### src/rtl/lsu_pkg.sv
// Shared encodings and helpers for the load/store unit memory controller.
// Size codes follow the core's funct3[1:0] for sb/sh/sw and lb/lh/lw.
package lsu_pkg;

  localparam logic [1:0] SZ_BYTE = 2'b00;
  localparam logic [1:0] SZ_HALF = 2'b01;
  localparam logic [1:0] SZ_WORD = 2'b10;

  localparam logic [1:0] IDLE  = 2'd0;
  localparam logic [1:0] ISSUE = 2'd1;
  localparam logic [1:0] RESP  = 2'd2;

  // The illegal size code 2'b11 is reported as a misaligned access.
  function automatic logic misaligned_access(input logic [1:0] size,
                                             input logic [1:0] addr_lo);
    case (size)
      SZ_BYTE: return 1'b0;
      SZ_HALF: return addr_lo[0];
      SZ_WORD: return addr_lo != 2'b00;
      default: return 1'b1;
    endcase
  endfunction

endpackage

### src/rtl/lsu_mem_if.sv
// Data-memory bus seen by the controller: request/ack handshake with a word
// address, byte enables, and write data; read data is valid with mem_ack.
interface lsu_mem_if;

  logic        mem_req;
  logic        mem_we;
  logic [31:0] mem_addr;
  logic [3:0]  mem_be;
  logic [31:0] mem_wdata;
  logic        mem_ack;
  logic [31:0] mem_rdata;

  modport master (
    output mem_req, mem_we, mem_addr, mem_be, mem_wdata,
    input  mem_ack, mem_rdata
  );

  modport slave (
    input  mem_req, mem_we, mem_addr, mem_be, mem_wdata,
    output mem_ack, mem_rdata
  );

endinterface

### src/rtl/lsu_lane_align.sv
// Combinational byte-lane steering: byte enables and replicated store data
// going out, lane selection and sign/zero extension of load data coming back.
module lsu_lane_align
  import lsu_pkg::*;
(
  input  logic [1:0]  size,
  input  logic [1:0]  addr_lo,
  input  logic [31:0] wdata,
  input  logic [31:0] rdata,
  input  logic        is_unsigned,
  output logic [3:0]  be,
  output logic [31:0] wdata_rep,
  output logic [31:0] rdata_ext,
  output logic        misaligned
);

  logic [7:0]  byte_sel;
  logic [15:0] half_sel;
  logic        sign_fill;

  assign byte_sel   = rdata[{addr_lo, 3'b000} +: 8];
  assign half_sel   = addr_lo[1] ? rdata[31:16] : rdata[15:0];
  assign misaligned = misaligned_access(size, addr_lo);

  // NOTE: every output gets a default before the case so no path leaves it
  // unassigned; otherwise synthesis would infer a latch.
  always_comb begin
    be        = 4'b0000;
    wdata_rep = '0;
    rdata_ext = '0;
    sign_fill = 1'b0;
    case (size)
      SZ_BYTE: begin
        be        = 4'b0001 << addr_lo;
        wdata_rep = {4{wdata[7:0]}};
        sign_fill = byte_sel[7] & ~is_unsigned;
        rdata_ext = {{24{sign_fill}}, byte_sel};
      end
      SZ_HALF: begin
        be        = 4'b0011 << {addr_lo[1], 1'b0};
        wdata_rep = {2{wdata[15:0]}};
        sign_fill = half_sel[15] & ~is_unsigned;
        rdata_ext = {{16{sign_fill}}, half_sel};
      end
      SZ_WORD: begin
        be        = 4'b1111;
        wdata_rep = wdata;
        rdata_ext = rdata;
      end
      default: ;
    endcase
  end

endmodule

### src/rtl/lsu_mem_ctrl.sv
// Load/store access controller: accepts one core request at a time, checks
// alignment, runs the bus req/ack handshake with a timeout, and returns a response.
module lsu_mem_ctrl
  import lsu_pkg::*;
#(
  parameter int TIMEOUT_CYCLES = 255,
  parameter int TO_W           = 8
) (
  input  logic              clk,
  input  logic              rst_n,
  input  logic              req_valid,
  output logic              req_ready,
  input  logic              req_we,
  input  logic [1:0]        req_size,
  input  logic              req_unsigned,
  input  logic [31:0]       req_addr,
  input  logic [31:0]       req_wdata,
  output logic              resp_valid,
  output logic [31:0]       resp_rdata,
  output logic              resp_misaligned,
  output logic              resp_err,
  output logic              busy,
  lsu_mem_if.master         mem
);

  localparam logic [TO_W-1:0] TO_LAST = TO_W'(TIMEOUT_CYCLES - 1);

  logic [1:0]      state;
  logic            we_q;
  logic [1:0]      size_q;
  logic            uns_q;
  logic [31:0]     addr_q;
  logic [31:0]     wdata_q;
  logic [TO_W-1:0] to_cnt;
  logic [31:0]     rdata_q;
  logic            mis_q;
  logic            err_q;

  logic            in_idle;
  logic            in_issue;
  logic            in_resp;

  logic [1:0]      al_size;
  logic [1:0]      al_addr_lo;
  logic [31:0]     al_wdata;
  logic            al_unsigned;
  logic [3:0]      al_be;
  logic [31:0]     al_wdata_rep;
  logic [31:0]     al_rdata_ext;
  logic            al_misaligned;

  assign in_idle  = state == IDLE;
  assign in_issue = state == ISSUE;
  assign in_resp  = state == RESP;

  // One aligner serves both phases: it checks the live request in IDLE and
  // steers the latched request for the rest of the transaction.
  assign al_size     = in_idle ? req_size        : size_q;
  assign al_addr_lo  = in_idle ? req_addr[1:0]   : addr_q[1:0];
  assign al_wdata    = in_idle ? req_wdata       : wdata_q;
  assign al_unsigned = in_idle ? req_unsigned    : uns_q;

  lsu_lane_align u_align (
    .size        (al_size),
    .addr_lo     (al_addr_lo),
    .wdata       (al_wdata),
    .rdata       (mem.mem_rdata),
    .is_unsigned (al_unsigned),
    .be          (al_be),
    .wdata_rep   (al_wdata_rep),
    .rdata_ext   (al_rdata_ext),
    .misaligned  (al_misaligned)
  );

  // NOTE: sequential state is updated with non-blocking assignments only, so
  // every flop samples pre-edge values regardless of statement order.
  always_ff @(posedge clk or negedge rst_n) begin
    if (!rst_n) begin
      state   <= IDLE;
      we_q    <= 1'b0;
      size_q  <= SZ_BYTE;
      uns_q   <= 1'b0;
      addr_q  <= '0;
      wdata_q <= '0;
      to_cnt  <= '0;
      rdata_q <= '0;
      mis_q   <= 1'b0;
      err_q   <= 1'b0;
    end else begin
      case (state)
        IDLE: begin
          to_cnt <= '0;
          if (req_valid) begin
            we_q    <= req_we;
            size_q  <= req_size;
            uns_q   <= req_unsigned;
            addr_q  <= req_addr;
            wdata_q <= req_wdata;
            rdata_q <= '0;
            mis_q   <= al_misaligned;
            err_q   <= 1'b0;
            state   <= al_misaligned ? RESP : ISSUE;
          end
        end
        ISSUE: begin
          // An ack in the final timeout cycle still completes normally.
          if (mem.mem_ack) begin
            rdata_q <= we_q ? 32'h0 : al_rdata_ext;
            state   <= RESP;
          end else if (to_cnt == TO_LAST) begin
            err_q <= 1'b1;
            state <= RESP;
          end else begin
            to_cnt <= to_cnt + 1'b1;
          end
        end
        RESP: begin
          to_cnt <= '0;
          state  <= IDLE;
        end
        default: state <= IDLE;
      endcase
    end
  end

  // Bus outputs are gated by state so reset drops mem_req without waiting for a clock.
  assign mem.mem_req   = in_issue;
  assign mem.mem_we    = in_issue & we_q;
  assign mem.mem_addr  = in_issue ? {addr_q[31:2], 2'b00} : 32'h0;
  assign mem.mem_be    = in_issue ? al_be : 4'b0000;
  assign mem.mem_wdata = in_issue ? al_wdata_rep : 32'h0;

  assign req_ready       = in_idle;
  assign busy            = in_issue | in_resp;
  assign resp_valid      = in_resp;
  assign resp_rdata      = in_resp ? rdata_q : 32'h0;
  assign resp_misaligned = in_resp & mis_q;
  assign resp_err        = in_resp & err_q;

endmodule

### src/flat_wrapper.sv
// flat-port wrapper written by rule: the top's interface ports become plain ports
module lsu_mem_ctrl_flat import lsu_pkg::*;
#(
  parameter int TIMEOUT_CYCLES = 255,
  parameter int TO_W           = 8
)
  (clk, rst_n, req_valid, req_ready, req_we, req_size, req_unsigned, req_addr, req_wdata, resp_valid, resp_rdata, resp_misaligned, resp_err, busy, mem_mem_req, mem_mem_we, mem_mem_addr, mem_mem_be, mem_mem_wdata, mem_mem_ack, mem_mem_rdata);
  lsu_mem_if mem_i ();
  input  logic clk;
  input  logic rst_n;
  input  logic req_valid;
  output logic req_ready;
  input  logic req_we;
  input  logic [1:0] req_size;
  input  logic req_unsigned;
  input  logic [31:0] req_addr;
  input  logic [31:0] req_wdata;
  output logic resp_valid;
  output logic [31:0] resp_rdata;
  output logic resp_misaligned;
  output logic resp_err;
  output logic busy;
  output wire logic [$bits(mem_i.mem_req)-1:0] mem_mem_req;
  output wire logic [$bits(mem_i.mem_we)-1:0] mem_mem_we;
  output wire logic [$bits(mem_i.mem_addr)-1:0] mem_mem_addr;
  output wire logic [$bits(mem_i.mem_be)-1:0] mem_mem_be;
  output wire logic [$bits(mem_i.mem_wdata)-1:0] mem_mem_wdata;
  input wire logic [$bits(mem_i.mem_ack)-1:0] mem_mem_ack;
  input wire logic [$bits(mem_i.mem_rdata)-1:0] mem_mem_rdata;
  assign mem_mem_req = mem_i.mem_req;
  assign mem_mem_we = mem_i.mem_we;
  assign mem_mem_addr = mem_i.mem_addr;
  assign mem_mem_be = mem_i.mem_be;
  assign mem_mem_wdata = mem_i.mem_wdata;
  assign mem_i.mem_ack = mem_mem_ack;
  assign mem_i.mem_rdata = mem_mem_rdata;
  lsu_mem_ctrl #(.TIMEOUT_CYCLES(TIMEOUT_CYCLES), .TO_W(TO_W)) u_core (.clk(clk), .rst_n(rst_n), .req_valid(req_valid), .req_ready(req_ready), .req_we(req_we), .req_size(req_size), .req_unsigned(req_unsigned), .req_addr(req_addr), .req_wdata(req_wdata), .resp_valid(resp_valid), .resp_rdata(resp_rdata), .resp_misaligned(resp_misaligned), .resp_err(resp_err), .busy(busy), .mem(mem_i));
endmodule
### config.mk
export PLATFORM = sky130hd
export DESIGN_NAME = lsu_mem_ctrl_flat
export DESIGN_NICKNAME = d
export VERILOG_FILES = /design/src/rtl/lsu_pkg.sv /design/src/rtl/lsu_mem_if.sv /design/src/rtl/lsu_lane_align.sv /design/src/rtl/lsu_mem_ctrl.sv /design/src/flat_wrapper.sv
export SDC_FILE = /design/constraint.sdc
export NUM_CORES = 1
export LEC_CHECK = 0
export CAP_MARGIN = 20
export CORE_ASPECT_RATIO = 0.9
export CORE_MARGIN = 2
export CORE_UTILIZATION = 48
export CTS_BUF_LIST = sky130_fd_sc_hd__clkbuf_4
export DETAILED_ROUTE_END_ITERATION = 16
export PLACE_DENSITY = 0.82
export SLEW_MARGIN = 20
export SYNTH_ARGS = -nofsm -noshare
export SYNTH_HDL_FRONTEND = slang
export SYNTH_SLANG_ARGS = --single-unit
### constraint.sdc
create_clock -name clk -period 2.7 [get_ports clk]
set_input_delay 0.675 -clock clk [delete_from_list [all_inputs] [get_ports clk]]
set_output_delay 0.675 -clock clk [all_outputs]
set_load 0.005 [all_outputs]
* Word-level counts from Yosys, hierarchy flattened *
Cells that the tools add are included.

word-level totals
  latch bits = 0
  memories kept = 0
  output and inout port bits = 107
  flip-flop bits (word level) = 112
  bits of input ports = 104
  logic and storage cells = 72
  bits in writable memories = 0
  ROM bits = 0

operators by class
  divide/modulo/power cells = 0
  multiply operators = 0
  equal/unequal tests = 11
  reductions and logical operators = 11
  shifts and indexed selects = 3
  order comparisons = 0
  bitwise operators = 7
  $add $sub $neg = 1
  muxes and demuxes = 29

operators with widths
  kind                                                 number
  2-to-1 mux 32 bit                                    7
  case mux 32 bit (3 select lines)                     2
  case mux 32 bit (2 select lines)                     1
  variable part select 32 x 6 -> 8 bit                 1
  2-to-1 mux 16 bit                                    1
  2-to-1 mux 8 bit                                     2
  case mux 8 bit (2 select lines)                      1
  2-to-1 mux 2 bit                                     6
  case mux 4 bit (3 select lines)                      1
  != test 2 bit, second input constant                 5
  adder 8 x 1 -> 8 bit, second input constant          1
  equality test 8 bit, second input constant           1
  AND reduction 3 bit                                  2
  nonzero test 2 bit                                   3
  bitwise AND 1 bit                                    5
  equality test 2 x 1 -> 1 bit, second input constant  2
  equality test 2 bit, second input constant           2
  logical NOT 2 bit                                    2
  2-to-1 mux 1 bit                                     4
  2-to-1 mux 4 bit                                     1
  case mux 2 bit (2 select lines)                      1
  AND reduction 2 bit                                  2
  AND reduction 4 bit                                  1
  << shifter 1 x 2 -> 4 bit, first input constant      1
  7 further kinds                                      7

* Longest topological paths before layout *
  word-level depth = 8
  depth in mapped cells = 10

* By module *
From an unflattened synthesis, not the netlist that was laid out.

second synthesis, totals
  cells, all modules = 701
  area, all modules = 6789.0 µm²

modules (own cells, without submodules)
  module          instances  cells each  sequential area each (µm²)  area an instance (µm²)
  lsu_mem_ctrl    1          516         2802.7                      5641.7
  lsu_lane_align  1          185         0.0                         1147.4

* Worst setup path after synthesis *
No wires, ideal clock.

  path kind = reg-to-output
  start = register u_core.state[0]
  end = output mem_mem_wdata[31]
  data arrival time = 1988 ps
  stages on the path, launching flop included = 11
  path slack = 37 ps
  cells stage by stage = dfrtp_1 inv_1 ha_1 buf_6 buf_6 buf_2 buf_2 mux2i_1 nand2_1 a32oi_1 nor2_1

on the way
  longest elaborated chain between the ends = 5
  elaborated cells between the ends (all ways) = 9

ends and longest elaborated chain
  what                                         line                  RTL
  from (decl)                                  lsu_mem_ctrl.sv:28    logic [1:0] state;
  from (signal assigned)                       lsu_mem_ctrl.sv:102   state <= al_misaligned ? RESP : ISSUE;
  logical NOT 2 bit *                          lsu_mem_ctrl.sv:52    assign in_idle = state == IDLE;
  via req_ready                                flat_wrapper.sv:12    output logic req_ready;
  2-to-1 mux 2 bit                             lsu_mem_ctrl.sv:58    assign al_size = in_idle ? req_size : size_q;
  equality test 2 bit (tied with other cells)  lsu_lane_align.sv:32  case (size)
  case mux 32 bit (3 select lines) *           lsu_lane_align.sv:32
  2-to-1 mux 32 bit *                          lsu_mem_ctrl.sv:131   assign mem.mem_wdata = in_issue ? al_wdata_rep : 32'h0;
  to (decl)                                    flat_wrapper.sv:27    output wire logic [$bits(mem_i.mem_wdata)-1:0] mem_mem_wdata;

Mark *: on every way through the listed nets, which the timed path passes. The rest lies on a longest branch.

* Final worst setup path *
  start = input req_size[1]
  end = output mem_mem_wdata[13]

on the way
  longest elaborated chain between the ends = 4
  elaborated cells between the ends (all ways) = 6

ends and longest elaborated chain
  what                                         line                  RTL
  from (decl)                                  flat_wrapper.sv:14    input logic [1:0] req_size;
  2-to-1 mux 2 bit *                           lsu_mem_ctrl.sv:58
  equality test 2 bit (tied with other cells)  lsu_lane_align.sv:32
  case mux 32 bit (3 select lines) *           lsu_lane_align.sv:32
  2-to-1 mux 32 bit *                          lsu_mem_ctrl.sv:131

Every way passes the cells marked *; elsewhere a longest branch is shown, timed or not.

==> impl_metrics.json <==
{
  "rsz0062_at_grt": "true",
  "final_core_util_pct": 80.9,
  "die-area_sq_um": 14700,
  "grt_use_total_pct": 34.7,
  "clk_pin_slew_ns": 0.20,
  "synth-edff-count": 0,
  "skew_ns": 0.0144,
  "worst_setup_path_end_kind": "output pin",
  "drt_iter0_drc": 987,
  "cts_tree": "built",
  "fin_nets": 1082,
  "synth_top_flop_cell": "dfrtp_1",
  "drc": 0,
  "drive_gt1_share_pct": 48.6,
  "num_rows": 40,
  "grt_remaining_overflow": 0,
  "setup_slack_ns": -0.569,
  "critPathRequiredTime_ns": 2.03,
  "worst_pin_slew_ns": 0.683,
  "cts_buffer_depth": 2,
  "power_w": 0.0117,
  "syn-cell-area_sq_um": 6620,
  "initial_core_util_pct": 49.3,
  "core_sq_um": 13400,
  "synth_warnings": 0,
  "area_growth_pct": 64.0,
  "first_pass_iters": 6,
  "critPathMaxFanout": 4,
  "violations": "negative setup slack",
  "ant_nets": 0,
  "cp.arrival_ns": 2.59,
  "hold_viol_final": 0,
  "synth_cell_types": 51,
  "htree_levels": 3,
  "slowest_delay_ns": 0.72,
  "crit_slowest_cell": "clkdlybuf4s50_1",
  "antenna_found_initial": 0,
  "die_x_um": 128,
  "ctsHoldBuffers": 0,
  "gp_congestion": 0.908,
  "routedWlPerCell_um": 24.6,
  "portBuffers": 208,
  "slew_viol_final": 0,
  "setup_viol": 100,
  "vdd_drop_max_mv": 0.689,
  "reg2reg_depth": 12,
  "grt_pass1_wl_mm": 39.3,
  "min_period_over_period_pct": 121,
  "avgSynthCellArea_sq_um": 9.98,
  "dp_hpwl_mm": 15.9,
  "wirelength_mm": 28.2,
  "critPathLaunchType": "input port",
  "crit_chain": "clkdlybuf4s50_1, mux2i_4, buf_6, nor2_4, buf_4, nor2_4, buf_6, o22a_1, nor2_1, buf_2",
  "clk_latency_ns": 0.53,
  "io_pins": 211,
  "clockRootBuffer": "clkbuf_4",
  "grt_pass1_vias": 7120,
  "fmax_mhz": 306,
  "ys_seq_area_share_pct": 42.4,
  "syn_inst": 663,
  "grt_start_max_net_pins": 66,
  "numCtsBuffers": 9,
  "via_count": 7314,
  "crit_type": "input port to output pin",
  "slew_headroom_pct": 54.0,
  "p_leak_nw": 4.69,
  "synthArstFlopShare_pct": 100,
  "chipHeight_um": 115,
  "routed_via_density": 6.38,
  "period_needed_ns": 3.27,
  "power.density_nw_per_um2": 1080,
  "maxCapViolCount": 0,
  "cts_sinks": 112,
  "hp-class": "input port to asynchronous set/reset pin",
  "synth-seq-cells": 112,
  "status": "finished, violations left",
  "antenna_cells": 0
}
==> synth_stat cells, types with 4 or more instances <==
library cell / instances / area share, %
a211oi_1: 7 / 0.79
a21oi_1: 44 / 3.3
a22oi_1: 32 / 3.6
a31oi_1: 32 / 3.0
a32oi_1: 8 / 1.1
and2_1: 70 / 6.6
buf_2: 22 / 1.7
clkbuf_1: 23 / 1.3
dfrtp_1: 112 / 42
ha_1: 5 / 0.95
inv_1: 7 / 0.40
mux2_2: 85 / 14
mux2i_1: 30 / 4.5
nand2_1: 48 / 2.7
nand2b_1: 6 / 0.57
nand3_1: 4 / 0.30
nor2_1: 40 / 2.3
nor2b_1: 7 / 0.66
o21ai_0: 13 / 0.98
o221ai_1: 7 / 0.93
o22a_1: 10 / 1.3
o22ai_1: 12 / 1.1
==> area by class of cell <==
type,count,area [sq um]
Fill cell,714,2570
Inverter,8,30.0
Multi-Input combinational cell,493,4330
Clock buffer,9,67.6
Clock inverter,7,61.3
Tap cell,168,210
Timing Repair Buffer,349,3350
Sequential cell,112,2800
==> metal layers <==
layer / wire length [um] / GRT usage, % / share of wire, %
met4: 1480 / 14.4 / 5.2
met2: 13400 / 57.9 / 48
met3: 3080 / 11.5 / 11
met1: 10200 / 41.6 / 36
met5: 0 / 0 / 0
==> where the power goes <==
part           leakage (nW)  switching (W)  internal, W
clock network        0.0712       0.000666     0.000211
registers              1.41       0.000453      0.00225
logic                  3.21        0.00390      0.00420
total                  4.69        0.00502      0.00667
==> final timing paths <==
path	start	end	slack (ns)
max reg2reg	u_core.state[1]	u_core.rdata_q[14]	-0.15
min in group clk	u_core.wdata_q[23]	u_core.wdata_q[23]	0.54
max	req_size[1]	mem_mem_wdata[13]	-0.57
min reg2reg	u_core.wdata_q[23]	u_core.wdata_q[23]	0.54
max in group asynchronous	rst_n	u_core.addr_q[2]	1.98
min	rst_n	u_core.err_q	0.04
==> flip-flops by register name, indices dropped and copies added, names as in the netlist, 2 cells and up <==
register,cells
u_core.addr_q,32
u_core.rdata_q,32
u_core.size_q,2
u_core.state,2
u_core.to_cnt,8
u_core.wdata_q,32
==> placed cells by master, fill, tap and decap left out, drive strengths merged, types with 2 or more instances in the layout <==
| cell | n |
|---|---|
| buf | 205 |
| dfrtp | 112 |
| clkdlybuf4s50 | 103 |
| mux2 | 85 |
| and2 | 70 |
| nand2 | 49 |
| a21oi | 44 |
| clkbuf | 42 |
| nor2 | 42 |
| a22oi | 32 |
| a31oi | 32 |
| mux2i | 31 |
| o21ai | 15 |
| o22ai | 12 |
| inv | 12 |
| o22a | 10 |
| a32oi | 8 |
| a211oi | 7 |
| o221ai | 7 |
| nor2b | 7 |
| nand2b | 6 |
| dlygate4sd2 | 5 |
| nand3 | 5 |
| ha | 5 |
| a2111oi | 3 |
| xnor2 | 3 |
| nor3 | 3 |
| conb | 2 |
| bufbuf | 2 |
| clkinv | 2 |
==> worst max-delay path, delay by kind of cell <==
| kind | cells | cell delay, ns |
|---|---|---|
| AOI/OAI and AO/OA | 1 | 0.19 |
| muxes | 1 | 0.15 |
| buffers and inverters | 5 | 1.27 |
| and+or+nand+nor | 3 | 0.30 |
==> stage by stage <==
| step | std cells | setup WS (ns) | hold WS (ns) | setup TNS (ns) | cell area [sq um] |
|---|---|---|---|---|---|
| 6_report | 1146 | -0.569 | 0.0406 | -24.22 | 10800 |
| 5_1_grt | 1146 | -0.658 | 0.0289 | -31.27 | 10800 |
| 3_5_place_dp | 1055 | -0.771 | 0.477 | -29.03 | 9270 |
| 3_3_place_gp | 1055 | -0.695 | 0.464 | -25.37 | 9270 |
| 4_1_cts | 1122 | -0.468 | 0.0509 | -13.67 | 10300 |
| 2_1_floorplan | 664 | 0.0374 | 0.379 | 0 | 6620 |
==> repair_timing <==
| action | in CTS | in global routing |
|---|---|---|
| setup endpoints to repair | 103 | 120 |
| pin swaps | 41 | 23 |
| setup buffers | 43 | 28 |
| cloned | 9 | 4 |
| endpoints found under the hold margin | 0 | 0 |
| resized for setup | 412 | 226 |
==> kinds of logic (layout without fill, tap and decap cells) <==
| logic type | after synthesis | after routing | share of synthesized area [%] |
|---|---|---|---|
| mux | 116 | 116 | 19.3 |
| fa+ha+maj | 5 | 5 | 0.946 |
| flops | 112 | 112 | 42.4 |
| compound gates | 180 | 180 | 18.2 |
| buf+inv | 59 | 373 | 4.22 |
| other cells | 1 | 2 | 0.0567 |
| xor+xnor | 3 | 3 | 0.397 |
| simple gates | 187 | 187 | 14.5 |
Power figures use the tool's default switching activity.
==> patch, RTL diff (same flow settings) <==
Register the output `resp_err`, cleared by the reset; this adds one clock of latency there. The other outputs are not delayed to match.
--- a/src/rtl/lsu_mem_ctrl.sv
+++ b/src/rtl/lsu_mem_ctrl.sv
@@ -137,3 +137,9 @@
   assign resp_misaligned = in_resp & mis_q;
-  assign resp_err        = in_resp & err_q;
+  always_ff @(posedge clk or negedge rst_n) begin
+    if (!rst_n) begin
+      resp_err <= '0;
+    end else begin
+      resp_err <= in_resp & err_q;
+    end
+  end
 
Behaviour: same outputs for any inputs over 10 cycles, from zero or initial values and one cycle with rst_n low; that may be too few to reach the edited logic, so the function may still have changed.
==> patch against the original RTL <==
The flow still finishes with violations (negative setup slack); power rose by 4.0%; wire length increased by 1.1%; count of clock-buffer cells in the layout up 11; utilization decreased by 0.48 points; synthesized area increased by 0.38%; sequential cell count grew 1; highest routed layer unchanged; cell area down 0.59%; worst setup slack lost 0.0033 ns.
==> patch: results (changes against the original RTL) <==
Period utilization = 121% (+0.12 points)
Vias per Instance = 6.41 (+0.45%)
DR pass1 iterations = 7 (+1)
Worst Hold Class = in2async
# port buffers = 208 (unchanged)
Met1 Wirelength = 10100 µm (-1.0%)
DR iter-0 viols = 996 (+0.91%)
Slew HR = 61.8% (+7.8 points)
Post-Place Cells = 1053 (-0.19%)
Slowest-stage cell, CP = dfrtp_1
Final setup fails = 105 (+5.0%)
Pleak = 4.72 nW (+0.60%)
Reg2Reg Depth = 16 (+4)
Share of layout cells above drive strength 1 = 44.2% (-4.3 points)
Clock Tree Buf Depth = 2 (unchanged)
CTS Buf Count = 17 (+8)
CP max FO = 5 (+1)
Root Driver = clkbuf_4
Main area contributors after synthesis = dfrtp_1 43%, mux2_2 14%, and2_1 6.6%
All-Layer GR Usage = 36.1% (+1.4 points)
CTS clk-pin slew, worst paths = 0.12 ns (-0.08 ns)
Slowest stage delay, CP = 0.41 ns (-0.31 ns)
Syn. warnings = 0 (unchanged)
Max H-tree Level = 4 (+1)
Final worst slack = -0.572 ns (-0.00332 ns)
Status = finished, violations left
Worst vdd ir = 0.000674 V (-2.2%)
Internal reg-to-reg setup slack = -0.19 ns (-0.04 ns)
Crit path arrival time = 2.60 ns (about the same)
First-pass GRT wire length = 40700 µm (+3.5%)
Failing checks = negative setup slack
R2r endpoint = u_core.rdata_q[15]
Initial antenna violation count = 2 (+2)
Crit path max-delay family = buffers and inverters
Seq/Total Area, Yosys = 42.6% (+0.22 points)
Vias = 7469 (+2.1%)
Synth Instances = 664 (+0.15%)
GP Congestion = 0.882 (-2.9%)
Setup crit start = u_core.state[1]
Commonest cells post-synth = 113 x dfrtp_1, 85 x mux2_2, 70 x and2_1
Met2 wire length = 13300 µm (-0.68%)
Wire length per cell = 24.5 µm (-0.51%)
Synth async-reset ratio = 100% (unchanged)
Post-synth top flop = dfrtp_1
Clock Latency Late Sink = 0.56 ns (+0.03 ns)
Highest metal used = met4
Hpwl dp = 15700 µm (-1.4%)
Met3 wire length = 3150 µm (+2.2%)
Largest regs = u_core.addr_q: 32 flops, u_core.rdata_q: 32 flops, u_core.wdata_q: 32 flops
Largest net degree at the start of global routing = 73 (+11%)
Worst Skew = 0.0219 ns (+0.00752 ns)
Synth cell types = 51 (unchanged)
patch: cell count changes in the layout (fill, tap and decap cells not counted), moves of 8 or more:
cell / before / now
a31oi_1: 17 / 31
a31oi_4: 10 / 0
and2_1: 29 / 56
and2_4: 41 / 14
buf_2: 38 / 51
buf_6: 75 / 48
clkbuf_2: 32 / 24
clkbuf_4: 9 / 20
clkdlybuf4s15_2: 0 / 13
patch: area by class of cell:
class                      count  area (µm²)
clock buffer                  20         150
antenna                        2        5.00
timing repair buffer         349        3300
clock inverter                12         189
multi-input combinational    493        4070
tap                          168         210
inverter                       8        30.0
sequential                   113        2830
fill                         716        2630
patch: worst max path at each step:
stage | to | cells after the start | slack [ns]
after floorplan | mem_mem_wdata[31] | 10 | 0.04
after global placement | mem_mem_wdata[12] | 7 | -0.73
after detailed placement | mem_mem_wdata[15] | 7 | -0.82
after global routing | mem_mem_wdata[30] | 11 | -0.65
final | mem_mem_wdata[30] | 11 | -0.57
after CTS | mem_mem_wdata[25] | 11 | -0.42
patch: power breakdown:
group	total (mW)	internal, mW	switching (mW)
clock network	1.56	0.849	0.713
registers	2.71	2.27	0.441
logic	7.88	4.02	3.86
patch: logic make-up (layout without fill, tap and decap cells):
family / count (synthesis) / count (layout) / synth area share, %
AO/OA/AOI/OAI: 180 / 180 / 18.1
XOR/XNOR: 3 / 3 / 0.396
adder cells (fa/ha/maj): 5 / 5 / 0.942
buffers and inverters: 59 / 389 / 4.20
flip-flops: 113 / 113 / 42.6
multiplexers: 116 / 116 / 19.3
other: 1 / 4 / 0.0565
AND/OR/NAND/NOR: 187 / 187 / 14.5
patch: metrics by stage:
stage | util [%] | setup TNS (ns) | hold WS, ns | setup WS [ns] | cell area (µm²)
detailed placement | 69.0 | -26.69 | 0.484 | -0.817 | 9260
floorplan | - | 0 | 0.379 | 0.0374 | 6640
finish | 80.4 | -20.65 | 0.0196 | -0.572 | 10800
CTS | 78.6 | -12.55 | 0.0261 | -0.425 | 10500
global placement | 69.0 | -22.22 | 0.465 | -0.725 | 9260
global route | 80.4 | -27.98 | 0.00742 | -0.651 | 10800
patch: what timing repair did:
item,CTS,global route
cloned,8,3
pin swaps,37,32
buffers inserted,61,13
endpoints found under the setup margin,108,129
resized for setup,438,94
patch: per-layer routing:
layer | vias to the layer above | global-route usage, %
met5 | - | 0
met4 | 0 | 19.6
li1 | 3082 | -
met2 | 613 | 60.1
met1 | 3586 | 42.2
met3 | 188 | 10.8
